[src/rtl/mips_run_ctrl_pkg.sv]
// Shared types, default parameter values and helpers for the MIPS run controller.
package mips_run_ctrl_pkg;

    typedef enum logic [2:0] {
        IDLE,
        RESET,
        RUN,
        DONE,
        TIMEOUT
    } run_state_t;

    localparam int DEF_RST_CYCLES     = 2;
    localparam int DEF_TIMEOUT_CYCLES = 700;
    localparam int DEF_CNT_W          = 32;

    function automatic int unsigned popcount32(input logic [31:0] v);
        int unsigned n;
        n = 0;
        for (int i = 0; i < 32; i++) begin
            if (v[i]) n++;
        end
        return n;
    endfunction

endpackage

[src/rtl/mips_run_ctrl_sat_counter.sv]
// Saturating accumulator: adds a small increment each enabled cycle and sticks at all-ones.
module run_sat_counter #(
    parameter int W  = 32,
    parameter int IW = 1
) (
    input  logic          clk,
    input  logic          rst,
    input  logic          clr,
    input  logic          en,
    input  logic [IW-1:0] inc,
    output logic [W-1:0]  count
);

    logic [W-1:0] cnt_q, cnt_d;
    logic [W:0]   sum;

    always_comb begin
        sum   = {1'b0, cnt_q} + (W+1)'(inc);
        cnt_d = cnt_q;
        if (clr) begin
            cnt_d = '0;
        end else if (en) begin
            cnt_d = sum[W] ? '1 : sum[W-1:0];
        end
    end

    always_ff @(posedge clk) begin
        if (rst) cnt_q <= '0;
        else     cnt_q <= cnt_d;
    end

    assign count = cnt_q;

endmodule

[src/rtl/mips_run_ctrl.sv]
// Run controller for multicycle MIPS cores: reset sequencing, run-cycle count, done gathering, watchdog.
// Memory read/write statistics are built only when RUN_CTRL_MEMSTAT_EN is defined.
//
//   state   | meaning
//   IDLE    | cores held in reset, waiting for start
//   RESET   | cores held in reset for RST_CYCLES, stats cleared
//   RUN     | cores released, cycles counted, done flags gathered
//   DONE    | every core reported done, results frozen
//   TIMEOUT | watchdog expired, results frozen
module mips_run_ctrl
    import mips_run_ctrl_pkg::*;
#(
    parameter int NUM_CORES      = 1,
    parameter int RST_CYCLES     = DEF_RST_CYCLES,
    parameter int TIMEOUT_CYCLES = DEF_TIMEOUT_CYCLES,
    parameter int CNT_W          = DEF_CNT_W
) (
    input  logic                 clk,
    input  logic                 rst,
    input  logic                 start,
    input  logic [NUM_CORES-1:0] done_in,
    input  logic [NUM_CORES-1:0] mem_read_in,
    input  logic [NUM_CORES-1:0] mem_write_in,
    output logic                 core_rst,
    output logic                 running,
    output logic                 finished,
    output logic                 timed_out,
    output logic [NUM_CORES-1:0] done_mask,
    output logic [CNT_W-1:0]     cycle_count,
    output logic [CNT_W-1:0]     rd_count,
    output logic [CNT_W-1:0]     wr_count
);

    localparam int RW = (RST_CYCLES > 1) ? $clog2(RST_CYCLES) : 1;
    localparam logic [CNT_W-1:0] TO_LAST = CNT_W'(TIMEOUT_CYCLES - 1);

    run_state_t           state_q;
    logic [RW-1:0]        rst_cnt_q;
    logic                 core_rst_q, running_q, finished_q, timed_out_q;
    logic [NUM_CORES-1:0] done_mask_q;
    logic [CNT_W-1:0]     cycle_count_q;
    logic                 launch;

    assign launch = start && (state_q inside {IDLE, DONE, TIMEOUT});

    always_ff @(posedge clk) begin
        if (rst) begin
            state_q       <= IDLE;
            rst_cnt_q     <= '0;
            core_rst_q    <= 1'b1;
            running_q     <= 1'b0;
            finished_q    <= 1'b0;
            timed_out_q   <= 1'b0;
            done_mask_q   <= '0;
            cycle_count_q <= '0;
        end else begin
            case (state_q)
                IDLE, DONE, TIMEOUT: begin
                    if (launch) begin
                        state_q       <= RESET;
                        rst_cnt_q     <= RW'(RST_CYCLES - 1);
                        finished_q    <= 1'b0;
                        timed_out_q   <= 1'b0;
                        done_mask_q   <= '0;
                        cycle_count_q <= '0;
                    end
                end
                RESET: begin
                    // Down-counter terminal count marks the last reset cycle.
                    if (rst_cnt_q == '0) begin
                        state_q    <= RUN;
                        core_rst_q <= 1'b0;
                        running_q  <= 1'b1;
                    end else begin
                        rst_cnt_q <= rst_cnt_q - RW'(1);
                    end
                end
                RUN: begin
                    done_mask_q   <= done_mask_q | done_in;
                    cycle_count_q <= cycle_count_q + CNT_W'(1);
                    if (&(done_mask_q | done_in)) begin
                        state_q    <= DONE;
                        core_rst_q <= 1'b1;
                        running_q  <= 1'b0;
                        finished_q <= 1'b1;
                    end else if (cycle_count_q == TO_LAST) begin
                        state_q     <= TIMEOUT;
                        core_rst_q  <= 1'b1;
                        running_q   <= 1'b0;
                        timed_out_q <= 1'b1;
                    end
                end
                default: state_q <= IDLE;
            endcase
        end
    end

    assign core_rst    = core_rst_q;
    assign running     = running_q;
    assign finished    = finished_q;
    assign timed_out   = timed_out_q;
    assign done_mask   = done_mask_q;
    assign cycle_count = cycle_count_q;

`ifdef RUN_CTRL_MEMSTAT_EN
    localparam int IW = $clog2(NUM_CORES + 1);

    logic          stat_en;
    logic [IW-1:0] rd_inc, wr_inc;

    assign stat_en = (state_q == RUN);
    assign rd_inc  = IW'(popcount32(32'(mem_read_in)));
    assign wr_inc  = IW'(popcount32(32'(mem_write_in)));

    run_sat_counter #(.W(CNT_W), .IW(IW)) u_rd_cnt (
        .clk   (clk),
        .rst   (rst),
        .clr   (launch),
        .en    (stat_en),
        .inc   (rd_inc),
        .count (rd_count)
    );

    run_sat_counter #(.W(CNT_W), .IW(IW)) u_wr_cnt (
        .clk   (clk),
        .rst   (rst),
        .clr   (launch),
        .en    (stat_en),
        .inc   (wr_inc),
        .count (wr_count)
    );
`else
    logic unused_strobes;
    assign unused_strobes = ^{mem_read_in, mem_write_in};
    assign rd_count       = '0;
    assign wr_count       = '0;
`endif

endmodule

[config.mk]
export PLATFORM = sky130hd
export DESIGN_NAME = mips_run_ctrl
export DESIGN_NICKNAME = d
export VERILOG_FILES = /design/src/rtl/mips_run_ctrl_pkg.sv /design/src/rtl/mips_run_ctrl_sat_counter.sv /design/src/rtl/mips_run_ctrl.sv
export SDC_FILE = /design/constraint.sdc
export NUM_CORES = 1
export LEC_CHECK = 0
export ABC_CLOCK_PERIOD_IN_PS = 4640
export BUFFER_PORTS_ARGS = -buffer_cell sky130_fd_sc_hd__buf_2
export CORE_MARGIN = 4
export CORE_UTILIZATION = 38
export DETAILED_ROUTE_END_ITERATION = 7
export GPL_TIMING_DRIVEN = 1
export PLACE_DENSITY_LB_ADDON = 0.1
export SLEW_MARGIN = 5
export SYNTH_ARGS = -nofsm -noshare
export SYNTH_HDL_FRONTEND = slang
export SYNTH_HIERARCHICAL = 1
export SYNTH_SLANG_ARGS = --single-unit
[constraint.sdc]
create_clock -name clk -period 4.64 [get_ports clk]
set_input_delay 0.232 -clock clk [delete_from_list [all_inputs] [get_ports clk]]
set_output_delay 0.232 -clock clk [all_outputs]
set_load 0.005 [all_outputs]
Yosys cells after proc, flatten, opt, wreduce, memory -nomap -nowiden
Cells that the tools add are included.
{"block": "totals", "out_inout_bits": 101, "inputBits": 6, "ff_bits": 41}
{"block": "op_classes", "n_addsub": 2, "n_reduce_logical": 13, "n_eq_ne": 11, "bitwise": 1, "mux": 24}
{"operator": "32-bit one-hot mux with 2 select lines", "n": 1}
{"operator": "32-bit by 1-bit adder with 32-bit output (second input constant)", "n": 1}
{"operator": "32-bit by 10-bit equality test with 1-bit output (second input constant)", "n": 1}
{"operator": "32-bit 2-to-1 mux", "n": 1}
{"operator": "3-bit 2-to-1 mux", "n": 4}
{"operator": "1-bit one-hot mux with 2 select lines", "n": 6}
{"operator": "1-bit 2-to-1 mux", "n": 11}
{"operator": "2-bit != test (second input constant)", "n": 5}
{"operator": "3-bit one-hot mux with 3 select lines", "n": 1}
{"operator": "3-bit AND reduction", "n": 3}
{"operator": "3-bit by 2-bit equality test with 1-bit output (second input constant)", "n": 2}
{"operator": "2-bit nonzero test", "n": 3}
{"operator": "2-bit AND reduction", "n": 2}
{"operator": "4-bit AND reduction", "n": 1}
{"operator": "3-bit by 1-bit equality test with 1-bit output (second input constant)", "n": 1}
{"operator": "3-bit equality test (second input constant)", "n": 1}
{"operator": "3-bit zero test", "n": 1}
{"operator": "3-bit != test (second input constant)", "n": 1}
{"operator": "3-bit nonzero test", "n": 1}
{"operator": "3-bit OR reduction", "n": 1}
{"operator": "1-bit logical AND", "n": 1}
{"operator": "1-bit bitwise OR", "n": 1}
{"operator": "1-bit subtractor (second input constant)", "n": 1}

Depth between registers and ports, before layout
{"block": "depth", "depth_word": 5, "ltp_mapped": 6, "mapped_depth_nobuf": 5}

Worst setup path after synthesis
Ideal clock, no wire load.
{"block": "synth_path", "kind": "register to register", "startpoint": "register state_q[0]", "endpoint": "register cycle_count_q[13] (netlist: cycle_count[13])", "synth_period_minus_slack_ns": 2.055, "path_buffers": 2, "arrival_ns": 1.975, "path_stages_with_launch": 7, "slack_ns": 2.585, "setup_time_ns": 0.079, "cell_sequence": "dfxtp_1 or3b_1 buf_2 or4_4 buf_6 or3_1 a211oi_2"}
{"block": "synth_via", "elab_chain_cells": 5, "elab_cells_between_ends": 11}
{"element": "start: declaration", "line_no": "mips_run_ctrl.sv:37", "rtl": "run_state_t state_q;"}
{"element": "start signal: assignment", "line_no": "mips_run_ctrl.sv:48", "rtl": "state_q <= IDLE;"}
{"element": "start signal: assignment", "line_no": "mips_run_ctrl.sv:60", "rtl": "state_q <= RESET;"}
{"element": "start signal: assignment", "line_no": "mips_run_ctrl.sv:71", "rtl": "state_q <= RUN;"}
{"element": "3-bit by 2-bit equality test with 1-bit output (tied with other cells)", "line_no": "mips_run_ctrl.sv:44, mips_run_ctrl.sv:57"}
{"element": "3-bit nonzero test", "line_no": "mips_run_ctrl.sv:44", "rtl": "assign launch = start && (state_q inside {IDLE, DONE, TIMEOUT});"}
{"element": "1-bit logical AND", "line_no": "mips_run_ctrl.sv:44"}
{"element": "2-bit != test (no line)"}
{"element": "2-bit AND reduction (no line)"}
{"element": "end signal: assignment", "line_no": "mips_run_ctrl.sv:80", "rtl": "cycle_count_q <= cycle_count_q + CNT_W'(1);"}
{"element": "end: declaration", "line_no": "mips_run_ctrl.sv:41", "rtl": "logic [CNT_W-1:0] cycle_count_q;"}
Parallel ways exist; a longest one is shown, timed or not.
A chain may end at the register's enable or synchronous reset.

Final worst setup path
{"block": "layout_path", "startpoint": "register cycle_count_q[0] (netlist: cycle_count[0])", "endpoint": "register cycle_count_q[30] (netlist: cycle_count[30])"}
{"block": "layout_via", "elab_chain_cells": 2}
{"element": "32-bit by 1-bit adder with 32-bit output", "line_no": "mips_run_ctrl.sv:80"}
{"element": "32-bit one-hot mux with 2 select lines", "line_no": "mips_run_ctrl.sv:57", "rtl": "case (state_q)"}
No other way between the ends.

==> results by group <==
Routing
  – DRT antenna net count: 0
  – DRC errors left: 0
  – Avg WL per Cell: 14.43 µm
  – Vias per inst: a little over 5
  – Detailed Route WL: roughly 6.7 mm
  – Initial DRC count: 100
  – Initial DRT Pass Iterations: 4
  – Via Count: 2,374

Worst setup path
  – Critical path's largest stage delay: between 0.8 and 0.9 ns
  – CP Launch Type: flop
  – Arrival @ worst endpoint: approximately 2.7 ns
  – Crit end category: flop
  – Delay-heaviest family, CP: simple AND/OR/NAND/NOR gates
  – Worst path required time: 4.82 ns
  – WP buf/inv: 0
  – CP max FO: 6
  – Reg2reg path depth: 5
  – CP max-delay cell: nor4_1
  – WS Path Type: reg2reg
  – Critical path depth: 5
  – CP cell instances: ha_1, nand4bb_1, nor4_1, nand3_1, mux2_1

CTS
  – H-tree depth: 2
  – Clock transition at path regs: 0.08 ns
  – Post-CTS Setup Repair Bufs: 0
  – Inserted Clock Buffers: 5
  – Number of cells upsized or downsized after cts: 0
  – TritonCTS clock tree: done
  – Worst skew pair latency: 0.29 ns
  – Clock Path Buffers: 2
  – # hold bufs at CTS: 0
  – CTS Root Cell: clkbuf_8
  – Clk sinks: 41

Power
  – Internal: approximately 510 µW
  – Switching power: ~220 µW
  – Part of the power in the clock network: between 30% and 40%
  – Lkg Pwr: roughly 1.1 nW
  – PwrDens: 255.4 nW/µm²
  – Net Sw Frac: 30.29%
  – Seq pwr share: between 50% and 60%
  – VDD IR max: 0.1104 mV
  – Part of the power in combinational logic: about 17%
  – Total power: 727.2 µW

Floorplanning
  – Die Height: 93.02 µm
  – Initial Util: 39.76%
  – Die X: approximately 93 µm
  – Die area: between 8000 and 9000 µm²
  – Core area: a little under 7000 µm²
  – I/O pins: 107
  – FP Rows: 30

Finish
  – Fin nets: 376
  – Most frequent cells in the layout: 64 x conb_1, 41 x dfxtp_1, 40 x buf_2
  – Ratio of cells with drive above 1 in the final layout: 15.68%
  – Synth-to-Final Area Change: 3.690%
  – Antenna Cells: 0
  – Commonest non-fill, non-tap cell in the layout: conb_1
  – Post-route insts no fill: 466

Logic synthesis
  – Top cell type's share of synthesized area: between 20 and 30%
  – Syn. warnings: 6
  – Main flop type after synthesis: dfxtp_1
  – Seq/Total Area, Yosys: 29.89%
  – Syn_area_per_cell: 8.125 µm²
  – Synth async-reset ratio: 0%
  – Synth cell types: 58
  – Post-Synthesis Cells: 338
  – Synth area leaders: dfxtp_1 30%, buf_4 17%, a21oi_1 4.4%, mux2_1 2.9%, nand3_1 2.7%
  – Mapped cell area: about 2700 µm²
  – Synth Register Bits: just over 40
  – Yosys top cell by area: dfxtp_1
  – Post-synth EDFFs: 0

Place
  – Placed cells: 458
  – Post-DP HPWL: between 4 and 5 mm
  – Port Buf Inserts: 40
  – RD Place Congestion: about 0.76

Global route
  – Vias in the first global route: between 2,000 and 2,500
  – First-pass GRT wire length: between 10 and 15 mm
  – Initial antenna violation count: 0
  – Pin count of the biggest net entering global routing: 50
  – Remaining global-route overflow: 0
  – GRT Util Overall: between 10% and 20%

STA
  – Final setup viols: 0
  – Tmin final: around 2.5 ns
  – Setup TNS: 0 ns
  – Fmax: about 0.40 GHz
  – Slew @ Worst Pin: roughly 1 ns
  – Relative slew slack: about a third
  – Slew Viols, Final: 0
  – Period utilization: 54.31%
  – RSZ-0062 raised after global routing: false
  – Worst Clk Skew: 0.004388 ns
  – Hold Fails Final Rpt: 0

Flow run
  – Max-Cap Viols: 0

Hold path
  – Worst Hold Class: in2reg
  – WHS Path Cells: 3

Run status
  – Status: finished, final reports clean
-- layout make-up --
cell class	count	area (µm²)
Fill cell	763	4059
Multi-Input combinational cell	271	1579
Sequential cell	41	820.8
Timing Repair Buffer	42	215.2
Tap cell	96	120.1
Clock buffer	6	72.57
Inverter	8	30.03
Clock inverter	2	10.01
-- power by group through the flow --
stage | clock [mW] | combinational (mW) | sequential [mW]
finish | 0.229 | 0.121 | 0.377
global route | 0.254 | 0.136 | 0.380
CTS | 0.241 | 0.119 | 0.377
detailed placement | 0 | 0.118 | 0.386
global placement | 0 | 0.118 | 0.385
floorplan | 0 | 0.134 | 0.378
-- logic make-up after synthesis --
family,count (synthesis),share of synthesized area [%]
AOI/OAI and AO/OA,67,17.08
xor gates and xnor gates,2,0.6379
adders and majority gates,1,0.4555
buffers and inverters,89,21.23
DFF,41,29.89
muxes,9,3.645
other,1,0.1365
and+or+nand+nor,128,26.93
-- layer usage --
| metal | global-route usage [%] | up-vias | wire (µm) |
|---|---|---|---|
| li1 | - | 1177 | - |
| met5 | 0 | - | 0 |
| met3 | 2.896 | 5 | 288 |
| met1 | 20.44 | 1133 | 3161 |
| met2 | 23.76 | 59 | 3234 |
| met4 | 3.419 | 0 | 40 |
-- per-stage QoR --
stage          instance area (µm²)  hold slack [ns]  setup slack, ns  utilization, %
3_5_place_dp                  2765           0.4481            2.092           40.04
5_1_grt                       2848           0.2461            1.907           41.23
6_report                      2848           0.2460            2.120           41.23
2_1_floorplan                 2983           0.3770            2.585               -
4_1_cts                       2848           0.2375            2.087           41.23
3_3_place_gp                  2765           0.4422            2.145           40.04
-- sequential cells by signal, summed over array words and instances (netlist names) --
register,count
timed_out,1
done_mask,1
cycle_count,32
state_q,3
rst_cnt_q,1
running,1
finished,1
core_rst,1
-- worst register-to-register path, cell delays in order, from the launching register on --
cell	delay, ns
dfxtp_1	0.43
ha_1	0.26
nand4bb_1	0.29
nor4_1	0.89
nand3_1	0.19
mux2_1	0.36
-- cells in the mapped netlist (all sizes together), types with 2 or more instances --
cell,instances
a21o,2
buf,66
nor2b,2
and3,4
nor2,20
nor3,6
and2,2
or3b,2
clkbuf,15
nor3b,8
or3,10
or4,9
nor4,8
mux2,8
a311oi,3
o311ai,8
nor4b,3
inv,8
a21oi,24
or2,5
o21bai,2
nand2,16
o21ba,3
nand4,12
a31oi,2
o211ai,6
a311o,2
a21boi,2
nor4bb,2
nand3,15
o21ai,4
dfxtp,41
-- path summary, 6_finish.rpt --
kind	endpoint	slack, ns	startpoint
max	cycle_count[30]$_SDFFE_PP0P_	2.12	cycle_count[0]$_SDFFE_PP0P_
min reg2reg	finished$_SDFFE_PP0P_	0.46	finished$_SDFFE_PP0P_
max reg2reg	cycle_count[30]$_SDFFE_PP0P_	2.12	cycle_count[0]$_SDFFE_PP0P_
min	done_mask$_SDFFE_PP0P_	0.25	done_in
No activity file was read; power rests on OpenSTA's default activity.
